**config.mk**
```make
export PLATFORM = sky130hd
export DESIGN_NAME = ex_mem_stage
export DESIGN_NICKNAME = d
export VERILOG_FILES = /design/src/rtl/ex_mem_stage_pkg.sv /design/src/rtl/ex_mem_stage_pipe_reg.sv /design/src/rtl/ex_mem_stage.sv
export SDC_FILE = /design/constraint.sdc
export NUM_CORES = 1
export LEC_CHECK = 0
export CAP_MARGIN = 20
export CORE_MARGIN = 5
export CORE_UTILIZATION = 35
export CTS_BUF_LIST = sky130_fd_sc_hd__clkbuf_2
export CTS_CLUSTER_SIZE = 14
export DETAILED_ROUTE_END_ITERATION = 6
export PLACE_DENSITY_LB_ADDON = 0.3
export SKIP_LAST_GASP = 1
export SLEW_MARGIN = 15
export SYNTH_ARGS = -nofsm -noshare
export SYNTH_HDL_FRONTEND = slang
export SYNTH_HIERARCHICAL = 1
export SYNTH_SLANG_ARGS = --single-unit
```
**constraint.sdc**
```tcl
create_clock -name clk -period 0.8 [get_ports clk]
set_input_delay 0.08 -clock clk [delete_from_list [all_inputs] [get_ports clk]]
set_output_delay 0.08 -clock clk [all_outputs]
set_load 0.05 [all_outputs]
```
**src/rtl/ex_mem_stage_pkg.sv**
```systemverilog
// Shared widths and the per-edge action decode for the EX->MEM stage register.
// The action encodes the stall/flush priority: flush, bubble, load, hold.
package ex_mem_stage_pkg;

  localparam int DATA_W_DEF  = 32;
  localparam int ADDR_W_DEF  = 5;
  localparam int OP_W_DEF    = 8;
  localparam int STALL_W_DEF = 6;
  localparam int EX_IDX_DEF  = 3;
  localparam int MEM_IDX_DEF = 4;
  localparam int CNT_W       = 2;

  typedef enum logic [1:0] {
    ACT_HOLD   = 2'd0,
    ACT_LOAD   = 2'd1,
    ACT_BUBBLE = 2'd2,
    ACT_FLUSH  = 2'd3
  } stage_act_e;

  function automatic stage_act_e stage_action(input logic flush,
                                              input logic ex_stall,
                                              input logic mem_stall);
    if (flush)                  return ACT_FLUSH;
    if (ex_stall && !mem_stall) return ACT_BUBBLE;
    if (!ex_stall)              return ACT_LOAD;
    return ACT_HOLD;
  endfunction

endpackage

```
**src/rtl/ex_mem_stage_pipe_reg.sv**
```systemverilog
// Generic pipeline register with clear-over-load priority; latency 1 clk.
// Backpressure: load=0 and clear=0 holds the current contents.
module pipe_reg #(
  parameter int W = 32
) (
  input  logic         clk,
  input  logic         rst_n,
  input  logic         load,
  input  logic         clear,
  input  logic [W-1:0] d,
  output logic [W-1:0] q
);

  always_ff @(posedge clk or negedge rst_n) begin
    if (!rst_n)     q <= '0;
    else if (clear) q <= '0;
    else if (load)  q <= d;
  end

endmodule

```
**src/rtl/ex_mem_stage.sv**
```systemverilog
// EX->MEM pipeline register with bubble insertion and madd/msub carry; latency 1 clk.
// Backpressure: EX stall inserts a bubble (carry kept), EX+MEM stall holds everything.
module ex_mem_stage
  import ex_mem_stage_pkg::*;
#(
  parameter int DATA_W  = DATA_W_DEF,
  parameter int ADDR_W  = ADDR_W_DEF,
  parameter int OP_W    = OP_W_DEF,
  parameter int STALL_W = STALL_W_DEF,
  parameter int EX_IDX  = EX_IDX_DEF,
  parameter int MEM_IDX = MEM_IDX_DEF
) (
  input  logic                clk,
  input  logic                rst_n,
  input  logic [STALL_W-1:0]  stall,
  input  logic                flush,
  input  logic                ex_valid,
  input  logic [DATA_W-1:0]   ex_result,
  input  logic                ex_we,
  input  logic [ADDR_W-1:0]   ex_waddr,
  input  logic [DATA_W-1:0]   ex_hi,
  input  logic [DATA_W-1:0]   ex_lo,
  input  logic                ex_whilo,
  input  logic [OP_W-1:0]     ex_op,
  input  logic [DATA_W-1:0]   ex_sdata,
  input  logic [2*DATA_W-1:0] ex_hilo_tmp,
  input  logic [CNT_W-1:0]    ex_cnt,
  output logic                mem_valid,
  output logic [DATA_W-1:0]   mem_result,
  output logic                mem_we,
  output logic [ADDR_W-1:0]   mem_waddr,
  output logic [DATA_W-1:0]   mem_hi,
  output logic [DATA_W-1:0]   mem_lo,
  output logic                mem_whilo,
  output logic [OP_W-1:0]     mem_op,
  output logic [DATA_W-1:0]   mem_sdata,
  output logic [2*DATA_W-1:0] hilo_tmp_o,
  output logic [CNT_W-1:0]    cnt_o
);

  localparam int PAY_W   = 4 * DATA_W + ADDR_W + OP_W + 3;
  localparam int CARRY_W = 2 * DATA_W + CNT_W;

  stage_act_e         act;
  logic [PAY_W-1:0]   pay_d;
  logic [PAY_W-1:0]   pay_q;
  logic [CARRY_W-1:0] carry_q;
  logic               stall_unused;

  assign act          = stage_action(flush, stall[EX_IDX], stall[MEM_IDX]);
  assign stall_unused = ^stall;

  // An invalid slot is carried for visibility but must never write GPR or HI/LO.
  assign pay_d = {ex_valid, ex_result, ex_we & ex_valid, ex_waddr,
                  ex_hi, ex_lo, ex_whilo & ex_valid, ex_op, ex_sdata};

  pipe_reg #(.W(PAY_W)) u_payload (
    .clk   (clk),
    .rst_n (rst_n),
    .load  (act == ACT_LOAD),
    .clear ((act == ACT_FLUSH) || (act == ACT_BUBBLE)),
    .d     (pay_d),
    .q     (pay_q)
  );

  // The accumulate carry only survives while EX is stalled waiting on itself.
  pipe_reg #(.W(CARRY_W)) u_carry (
    .clk   (clk),
    .rst_n (rst_n),
    .load  (act == ACT_BUBBLE),
    .clear ((act == ACT_FLUSH) || (act == ACT_LOAD)),
    .d     ({ex_hilo_tmp, ex_cnt}),
    .q     (carry_q)
  );

  assign {mem_valid, mem_result, mem_we, mem_waddr,
          mem_hi, mem_lo, mem_whilo, mem_op, mem_sdata} = pay_q;
  assign {hilo_tmp_o, cnt_o} = carry_q;

endmodule

```
==> results of run 1 <==
==> how the worst min path moves through the flow <==
stage | endpoint | slack, ns | depth (start not counted)
finish | u_payload/q[28] | -0.1 | 4
floorplan | u_carry/q[0] | -0.22 | 0
CTS | u_payload/q[28] | 0.13 | 4
global route | u_payload/q[28] | -0.15 | 4
global placement | u_payload/q[2] | 0.0008 | 1
detailed placement | u_payload/q[2] | 0.003 | 1
==> cells in the final DEF, fill, tap and decap left out <==
master	netlist	layout
mux2i_4	0	8
and2_1	2	2
a21o_4	0	1
buf_12	5	223
inv_1	1	1
clkbuf_2	0	92
buf_16	0	5
nor2_1	211	209
nor2_4	0	2
mux2i_1	210	186
clkinv_1	0	8
mux2i_2	0	16
dlymetal6s2s_1	0	2
clkinv_2	0	1
dfrtp_2	0	92
dfrtp_1	210	118
clkbuf_16	0	8
nor2_2	1	1
buf_4	11	38
nand2b_4	1	1
dlygate4sd3_1	0	212
clkdlybuf4s50_1	0	211
inv_2	0	2
diode_2	0	2
buf_6	8	45
==> cells by family (layout without fill, tap and decap cells) <==
logic type	Yosys count	in the layout
AOI/OAI and AO/OA	1	1
buffers and inverters	48	848
DFF	210	210
muxes	210	210
other	0	2
and+or+nand+nor	215	215
==> power groups by stage <==
stage / combinational [µW] / sequential [µW] / clock (µW)
after floorplan: 1180 / 12400 / 0
final: 6700 / 11300 / 7950
after global routing: 6970 / 11400 / 8740
after CTS: 6100 / 11300 / 7840
after global placement: 5100 / 11500 / 0
after detailed placement: 5160 / 11500 / 0
==> per-layer routing <==
| metal | wire length (µm) | part of all wire [%] |
|---|---|---|
| met3 | 3420 | 8.2 |
| met2 | 22000 | 53 |
| met4 | 1960 | 4.7 |
| met1 | 14300 | 34 |
| met5 | 0 | 0 |
==> metrics by stage <==
stage               power (µW)  utilization [%]  setup slack, ns  cell area, µm²
finish                   26000             79.7           -0.772           19300
global route             27100             79.7           -0.863           19300
CTS                      25200             76.0           -0.825           18400
detailed placement       16600             64.3           -0.883           15500
global placement         16600             64.3           -0.818           15500
floorplan                13500                -           -0.216            8780
==> area by class of cell <==
class                   count  area [µm²]  share of cell area (%)
diodes                      2        5.00                  0.0260
clock buffers              92         460                    2.39
clock inverters            11        42.5                   0.221
inverters                   1        3.75                  0.0195
multi-input cells         426        3120                    16.2
flip-flops and latches    210        5370                    27.9
well taps                 324         405                    2.11
repair buffers            744        9850                    51.2
==> flip-flops by register name (all words and copies together) (netlist names) <==
name / count
u_payload/q: 144
u_carry/q: 66
==> what timing repair did <==
item,in CTS,in global routing
pin swaps,1,25
buffers inserted,25,42
cloned,0,9
endpoints found under the hold margin,420,19
resized for setup,2,89
endpoints found under the setup margin,211,445
==> impl_metrics.tcl, run 1 <==
set metrics [dict create \
    outcome "finished with violations" \
    violations "negative hold slack, negative setup slack" \
    synth_compound_area_share_pct 0.0876 \
    totalWireLength_um 41700 \
    synthCells 684 \
    place_congestion 0.795 \
    path_clk_slew_ns 0.16 \
    die_w_um 166 \
    hold_start "flush" \
    maxCapViolations 0 \
    setup_tns_ns -148.77 \
    grt_use_total_pct 25.4 \
    rsz0062_at_grt "yes" \
    core_um2 24200 \
    clock_path_buffers 3 \
    fp.dieH_um 166 \
    grt_max_degree 67 \
    ioPinCount 429 \
    cts_tree "yes" \
    yosysMostFrequentCell "nor2_1" \
    cp.required_ns 0.72 \
    htreeDepth 2 \
    reg2reg_depth 4 \
    power_frac_seq_pct 43.6 \
    syn_nets 903 \
    path_buf_inv 1 \
    drc_errors 0 \
    viasPerCell 4.78 \
    synth-simple-area-share_pct 9.63 \
    use_met3_pct 9.39 \
    top_usage_layer "met2" \
    synth_area_leader_cell "dfrtp_1" \
    endpoint "hilo_tmp_o[56]" \
    fin_crit_sh_pct 197 \
    fillCellCount 1185 \
    ys.flop_type "dfrtp_1" \
    use_met1_pct 27.1 \
    hold_path.class "input port to register" \
    hold_buffers 212 \
    worstReg2RegEnd "u_carry/q[41]" \
    wire_per_inst_um 23.0 \
    fin_cells 1810 \
    post_synth_fa_ha_maj_area_fraction_pct 0 \
    combPwrFrac_pct 25.8 \
    crit_chain "buf_12" \
    yosysWarningCount 6 \
    synthMuxAreaShare_pct 24.5 \
    cp.depth 1 \
    critPathMaxFanout 2 \
    cp_slowest_stage_delay_ns 0.47 \
    clock_power_share_pct 30.6 \
    min_period_ns 1.57 \
    cts_inserted_buffers 56 \
    yosysSeqAreaShare_pct 61.3 \
    setup_viol 351 \
    synth.distinct_cells 13 \
    fin_skew_ns 0 \
    globalRouteOverflowTotal 0 \
    relSlewSlack_pct 52.7 \
    r2r-start "u_carry/q[41]" \
    p_sw_share_pct 32.0 \
    ant_nets 0 \
    dr_total_vias 8651 \
    start_util_pct 35.4 \
    switchingPower_uw 8310 \
    firstDrtPassIters 5 \
    syn_to_final_growth_pct 125 \
    grt_pass1_vias 9746 \
    critPathLaunch "u_carry/q[58]" \
    synthArstFlopShare_pct 100 \
    clock-sinks 210 \
    first_iter_violations 503 \
    synthXorXnorAreaFrac_pct 0 \
    nets 1658 \
    clk_latency_ns 0.81 \
    cp_top_family "flip-flops" \
    ys_ff_latch 210 \
    p_leak_uw 0.00832 \
    setup_ws_ns -0.772 \
    synth_edf_count 0 \
    peakVddDrop_uv 1160 \
    synthTopCellsByArea "dfrtp_1 61%, mux2i_1 25%, nor2_1 9.2%" \
    avgSynthCellArea_um2 12.5 \
    grt_use_met2_pct 44.9 \
    critPathLaunchType "register" \
    worstSetupPathType "register to primary output" \
    port_buffers 424 \
    synthTopCellsByCount "211 x nor2_1, 210 x dfrtp_1, 210 x mux2i_1" \
    hold_viol_final 3 \
    worst_pin_slew_ns 0.710 \
    drv_slew 0 \
    max_freq_ghz 0.636 \
    endpoint_kind "primary output" \
    hpwl_um 21900 \
    arrival_ns 1.49 \
    synth_top_family_by_area "multiplexers" \
    ff2ff_setup_slack_ns -0.30 \
    die_area_um2 27700 \
    synth_top_area_share_pct 61.3 \
    dp.cells 1424 \
    drive_above_1_share_pct 36.1 \
    hold_slack_ns -0.0991 \
    grt_antenna_before_repair 2 \
    grt_pass1_wl_um 56300 \
    critPathSlowestCell "dfrtp_1" \
    p_per_area_nw_per_um2 1350 \
    cts_root_buf "clkbuf_2" \
    num_rows 57 \
    synth_area_um2 8570 \
    p_int_uw 17700 \
]
(Power assumes the default switching activity.)
==> run 2, diff against run 1 <==
--- a/config.mk
+++ b/config.mk
@@ -5,6 +5,7 @@
 export SDC_FILE = /design/constraint.sdc
 export NUM_CORES = 1
 export LEC_CHECK = 0
+export ABC_CLOCK_PERIOD_IN_PS = 1600
 export CAP_MARGIN = 20
 export CORE_MARGIN = 5
 export CORE_UTILIZATION = 35
==> constraint.sdc (replaced) <==
create_clock -name clk -period 1.6 [get_ports clk]
set_input_delay 0.16 -clock clk [delete_from_list [all_inputs] [get_ports clk]]
set_output_delay 0.16 -clock clk [all_outputs]
set_load 0.05 [all_outputs]
==> run 2 against run 1 <==
  * The run now ends clean
  * Power is 54% lower
  * Critical path depth stayed put
  * Via count is 4.8% lower
  * Sequential share of layout area is 3.8 points higher
  * Global-route usage is 2.7 points lower
  * Largest cell class unchanged
  * Largest power group unchanged
==> impl_metrics.tcl, run 2 (synthesized netlist as in run 1, its figures left out) <==
set metrics [dict create \
    outcome "complete, no violations" \
    dp.cells 1425 \
    grt_max_degree 67 \
    worstSetupPathType "register to primary output" \
    worst_pin_slew_ns 0.727 \
    hold_path.class "input port to register" \
    clock-sinks 210 \
    relSlewSlack_pct 51.5 \
    grt_pass1_wl_um 51100 \
    grt_pass1_vias 9262 \
    grt_antenna_before_repair 2 \
    crit_chain "buf_6" \
    hold_viol_final 0 \
    die_area_um2 27700 \
    cp_top_family "flip-flops" \
    die_w_um 166 \
    num_rows 57 \
    hpwl_um 19400 \
    p_leak_uw 0.00776 \
    p_per_area_nw_per_um2 719 \
    hold_slack_ns 0.144 \
    reg.largest.list "u_payload/q: 144 flops, u_carry/q: 66 flops" \
    syn_to_final_growth_pct 93.4 \
    htreeDepth 2 \
    critPathLaunchType "register" \
    top_register "u_payload/q" \
    cts_root_buf "clkbuf_2" \
    cp.required_ns 1.44 \
    max_freq_ghz 0.632 \
    ant_nets 0 \
    drive_above_1_share_pct 26.6 \
    clk_latency_ns 0.75 \
    largest_register_ff_count 144 \
    drv_slew 0 \
    nets 1644 \
    arrival_ns 1.42 \
    final_common_cell "clkdlybuf4s50_1" \
    grt_use_total_pct 22.7 \
    finalPower_uw 11900 \
    fillCellCount 1586 \
    use_met3_pct 7.11 \
    use_met1_pct 25.6 \
    fin_cells 1790 \
    grt_use_met2_pct 39.8 \
    peakVddDrop_uv 455 \
    critPathSlowestCell "dfrtp_1" \
    cts_inserted_buffers 54 \
    multi_input_area_um2 2950 \
    fin_skew_ns 0 \
    maxCapViolations 0 \
    rsz0062_at_grt "yes" \
    totalWireLength_um 33300 \
    fp.dieH_um 166 \
    port_buffers 424 \
    ioPinCount 429 \
    min_period_ns 1.58 \
    cp_slowest_stage_delay_ns 0.44 \
    wire_per_inst_um 18.6 \
    drc_errors 0 \
    critPathMaxFanout 2 \
    setup_ws_ns 0.0175 \
    top_usage_layer "met2" \
    viasPerCell 4.60 \
    endpoint_kind "primary output" \
    start_util_pct 35.4 \
    firstDrtPassIters 6 \
    path_clk_slew_ns 0.10 \
    globalRouteOverflowTotal 0 \
    path_buf_inv 1 \
    first_iter_violations 452 \
    dr_total_vias 8239 \
    place_congestion 0.788 \
    setup_viol 0 \
    pre_cts_slack_ns -0.144 \
    cts_tree "yes" \
    fin_crit_sh_pct 98.9 \
    setup_tns_ns 0 \
    regArea_um2 5260 \
    final_cell_mix "213 x clkdlybuf4s50_1, 211 x dlygate4sd3_1, 210 x mux2i_1, 210 x nor2_1, 210 x dfrtp_1" \
    core_um2 24200 \
    clock_path_buffers 3 \
]
-- run 2: report_power, final --
part / total (µW) / switching, µW / internal (µW)
combinational: 2810 / 1350 / 1460
clock: 3530 / 2260 / 1270
sequential: 5570 / 120 / 5450
-- run 2: what timing repair did --
action / 4_1_cts / 5_1_grt
resized for setup: 190 / 10
setup endpoints to repair: 190 / 173
hold buffers: 212 / 0
gates cloned: 0 / 0
setup buffers: 18 / 38
endpoints found under the hold margin: 419 / 0
-- run 2: layer usage --
layer  vias to the layer above  wire, µm
met3                        92      2660
met5                         -         0
li1                       3783         -
met1                      3969     12100
met2                       395     17100
met4                         0      1440
-- run 2: metrics by stage --
step                cell area, µm²  util [%]
detailed placement           12800      53.0
global placement             12800      53.0
finish                       16600      68.5
global route                 16600      68.5
CTS                          16200      67.2
floorplan                     8570         -
-- run 2: final timing paths --
path                            slack (ns)              from          endpoint  cells past startpoint
worst min-delay path                  0.14             ex_we  u_payload/q[110]                      4
max in group asynchronous             0.71             rst_n  u_payload/q[127]                      4
min in group asynchronous             0.60             rst_n  u_payload/q[103]                      4
worst max-delay path                  0.02     u_carry/q[44]    hilo_tmp_o[42]                      1
worst max register to register        0.61  u_payload/q[111]  u_payload/q[111]                      4
worst min register to register        0.54     u_carry/q[14]     u_carry/q[14]                      2
-- run 2: cell type report --
type / count / share of cell area [%]
multi-input combinational: 426 / 17.8
timing repair buffer: 732 / 45.2
clock inverter: 20 / 0.483
inverter: 1 / 0.0227
antenna: 2 / 0.0302
tap: 324 / 2.45
clock buffer: 75 / 2.27
sequential: 210 / 31.7
==> run 3, diff against run 2 <==
--- a/config.mk
+++ b/config.mk
@@ -5,13 +5,14 @@
 export SDC_FILE = /design/constraint.sdc
 export NUM_CORES = 1
 export LEC_CHECK = 0
-export ABC_CLOCK_PERIOD_IN_PS = 1600
+export ABC_AREA = 1
+export ABC_CLOCK_PERIOD_IN_PS = 1900
 export CAP_MARGIN = 20
-export CORE_MARGIN = 5
-export CORE_UTILIZATION = 35
+export CORE_AREA = 5 5 165 167
 export CTS_BUF_LIST = sky130_fd_sc_hd__clkbuf_2
 export CTS_CLUSTER_SIZE = 14
 export DETAILED_ROUTE_END_ITERATION = 6
+export DIE_AREA = 0 0 170 172
 export PLACE_DENSITY_LB_ADDON = 0.3
 export SKIP_LAST_GASP = 1
 export SLEW_MARGIN = 15
==> constraint.sdc (replaced) <==
create_clock -name clk -period 1.9 [get_ports clk]
set_input_delay 0.19 -clock clk [delete_from_list [all_inputs] [get_ports clk]]
set_output_delay 0.19 -clock clk [all_outputs]
set_load 0.05 [all_outputs]
==> run 3 against run 2 <==
  * Critical path depth is the same
  * Non-clock buffer count shrank 62
  * Flip-flop and latch count is the same
  * Synthesized area shrank 2.7%
  * Count of clock-buffer cells in the layout grew 4
  * Power shrank 17%
  * Combinational power shrank 23%
  * Worst setup slack gained 0.090 ns
  * Register-to-register slack gained 0.60 ns
  * Routed wire length grew 0.77%
==> impl_metrics.tcl, run 3 <==
set metrics [dict create \
    outcome "complete, no violations" \
    hold_path.class "input port to register" \
    hold_viol_final 0 \
    synth.distinct_cells 13 \
    final_cell_mix "425 x nand2_1, 213 x clkdlybuf4s50_1, 212 x dlygate4sd3_1" \
    worst_pin_slew_ns 0.811 \
    setup_ws_ns 0.107 \
    grt_pass1_vias 9783 \
    clk_latency_ns 0.81 \
    cp_slowest_stage_delay_ns 0.40 \
    ys.flop_type "dfrtp_1" \
    critPathLaunchType "register" \
    num_rows 59 \
    path_clk_slew_ns 0.12 \
    drv_slew 0 \
    fillCellCount 1985 \
    core_um2 25600 \
    whs_path_depth 5 \
    grt_pass1_wl_um 51800 \
    postPlaceCellArea_um2 13100 \
    ant_nets 0 \
    cp.required_ns 1.71 \
    cts_root_buf "clkbuf_2" \
    fin_cells 1960 \
    grt_use_total_pct 22.0 \
    hold_start "stall[3]" \
    first_iter_violations 559 \
    setup_viol 0 \
    drc_errors 0 \
    place_congestion 0.826 \
    final_common_cell "nand2_1" \
    path_buf_inv 1 \
    r2r-start "u_payload/q[16]" \
    totalWireLength_um 33500 \
    p_sw_share_pct 31.5 \
    reg2reg_depth 2 \
    hpwl_um 20800 \
    yosysWarningCount 6 \
    fin_crit_sh_pct 94.4 \
    clock_path_buffers 3 \
    start_util_pct 32.5 \
    p_leak_uw 0.00780 \
    synth_area_um2 8340 \
    arrival_ns 1.60 \
    grt_antenna_before_repair 1 \
    rsz0062_at_grt "no" \
    drive_above_1_share_pct 20.6 \
    synth_edf_count 0 \
    port_buffers 424 \
    top_register "u_payload/q" \
    globalRouteOverflowTotal 0 \
    power_frac_seq_pct 47.4 \
    pre_cts_slack_ns -0.0357 \
    relSlewSlack_pct 45.8 \
    syn_nets 1141 \
    firstDrtPassIters 5 \
    clock_power_share_pct 30.7 \
    synth_area_leader_cell "dfrtp_1" \
    combPwrFrac_pct 21.9 \
    die_area_um2 29200 \
    regArea_um2 5260 \
    cp.depth 1 \
    endpoint_kind "primary output" \
    maxCapViolations 0 \
    dp.cells 1647 \
    synthTopCellsByArea "dfrtp_1 63%, nand2_1 19%, nand3_1 13%" \
    crit_chain "clkdlybuf4s15_2" \
    switchingPower_uw 3100 \
    fin_util_pct 62.3 \
    fin_skew_ns 0 \
    nets 1801 \
    die_w_um 170 \
    ioPinCount 429 \
    setup_tns_ns 0 \
    peakVddDrop_uv 354 \
    syn_to_final_growth_pct 91.5 \
    fp.dieH_um 172 \
    min_period_ns 1.79 \
    max_freq_ghz 0.558 \
    critPathLaunch "u_payload/q[16]" \
    wire_per_inst_um 17.1 \
    final_cell_area_um2 16000 \
    ys_ff_latch 210 \
    p_per_area_nw_per_um2 616 \
    viasPerCell 4.62 \
    grt_max_degree 74 \
    synthArstFlopShare_pct 100 \
    worstSetupPathType "register to primary output" \
    dr_total_vias 9060 \
    reg.largest.list "u_payload/q: 144 flops, u_carry/q: 66 flops" \
    clock-sinks 210 \
    critPathSlowestCell "dfrtp_1" \
    p_int_uw 6730 \
    synth_top_area_share_pct 63.0 \
    cts_tree "yes" \
    largest_register_ff_count 144 \
    avgSynthCellArea_um2 9.04 \
    cp_top_family "flip-flops" \
    synthTopCellsByCount "425 x nand2_1, 210 x dfrtp_1, 210 x nand3_1" \
    yosysSeqAreaShare_pct 63.0 \
    critPathMaxFanout 2 \
    htreeDepth 2 \
    multi_input_area_um2 2690 \
    yosysMostFrequentCell "nand2_1" \
    synthCells 922 \
    cts_inserted_buffers 55 \
]
-- run 3: changes by cell type after synthesis, sizes merged --
| cell | previous run | this run |
|---|---|---|
| buf | 35 | 47 |
| nand3 | 0 | 210 |
| inv | 1 | 6 |
| mux2i | 210 | 0 |
| nor2 | 212 | 4 |
| and2 | 2 | 0 |
| clkbuf | 12 | 20 |
| a21o | 1 | 0 |
| nand2b | 1 | 0 |
| nand2 | 0 | 425 |
-- run 3: stage by stage --
stage	total power (µW)	hold WS [ns]
final	9830	0.304
after global routing	10300	0.272
after CTS	9950	0.225
after detailed placement	6550	0.139
after global placement	6530	0.138
after floorplan	5540	-0.106
-- run 3: path summary, 6_finish.rpt --
path                                     to  slack, ns
setup / recovery              mem_sdata[16]       0.11
hold / removal                 u_carry/q[0]       0.30
setup reg to reg            u_payload/q[16]       1.21
hold reg to reg             u_payload/q[28]       0.48
max in group asynchronous  u_payload/q[116]       0.92
min in group asynchronous    u_payload/q[8]       0.53
-- run 3: cell type report --
type	count	share of cell area [%]
Sequential cell	210	32.9
Multi-Input combinational cell	639	16.9
Clock buffer	79	2.48
Inverter	6	0.157
Antenna cell	2	0.0314
Timing Repair Buffer	670	44.4
Clock inverter	19	0.486
Tap cell	335	2.63
-- run 3: routing by layer --
layer | global-route usage (%) | wire [µm] | up-vias
li1 | - | - | 4298
met1 | 25.0 | 12500 | 4301
met2 | 38.7 | 17200 | 365
met3 | 5.62 | 2320 | 96
met4 | 10.7 | 1460 | 0
met5 | 0 | 0 | -
-- run 3: cell families after synthesis --
kind of cell	count (synthesis)	synth area share [%]
AND/OR/NAND/NOR	639	32.1
flip-flops	210	63.0
buffers and inverters	73	4.89
-- run 3: power by group through the flow --
stage	registers, µW	clock network [µW]	logic [µW]
after floorplan	5190	0	351
after detailed placement	4750	0	1800
after global routing	4680	3360	2270
final	4660	3020	2150
after CTS	4660	3150	2140
after global placement	4740	0	1790
-- run 3: worst min-delay path, stage by stage --
cell,delay (ns)
clkdlybuf4s50_1,0.44
nand2_1,0.15
nor2_4,0.17
nand2_1,0.10
nand2_1,0.04
-- run 3: timing repair --
item | 4_1_cts | 5_1_grt
endpoints found under the setup margin | 210 | 4
endpoints found under the hold margin | 420 | 0
hold buffers | 213 | 0
setup buffers | 0 | 0
gates resized for setup | 630 | 7
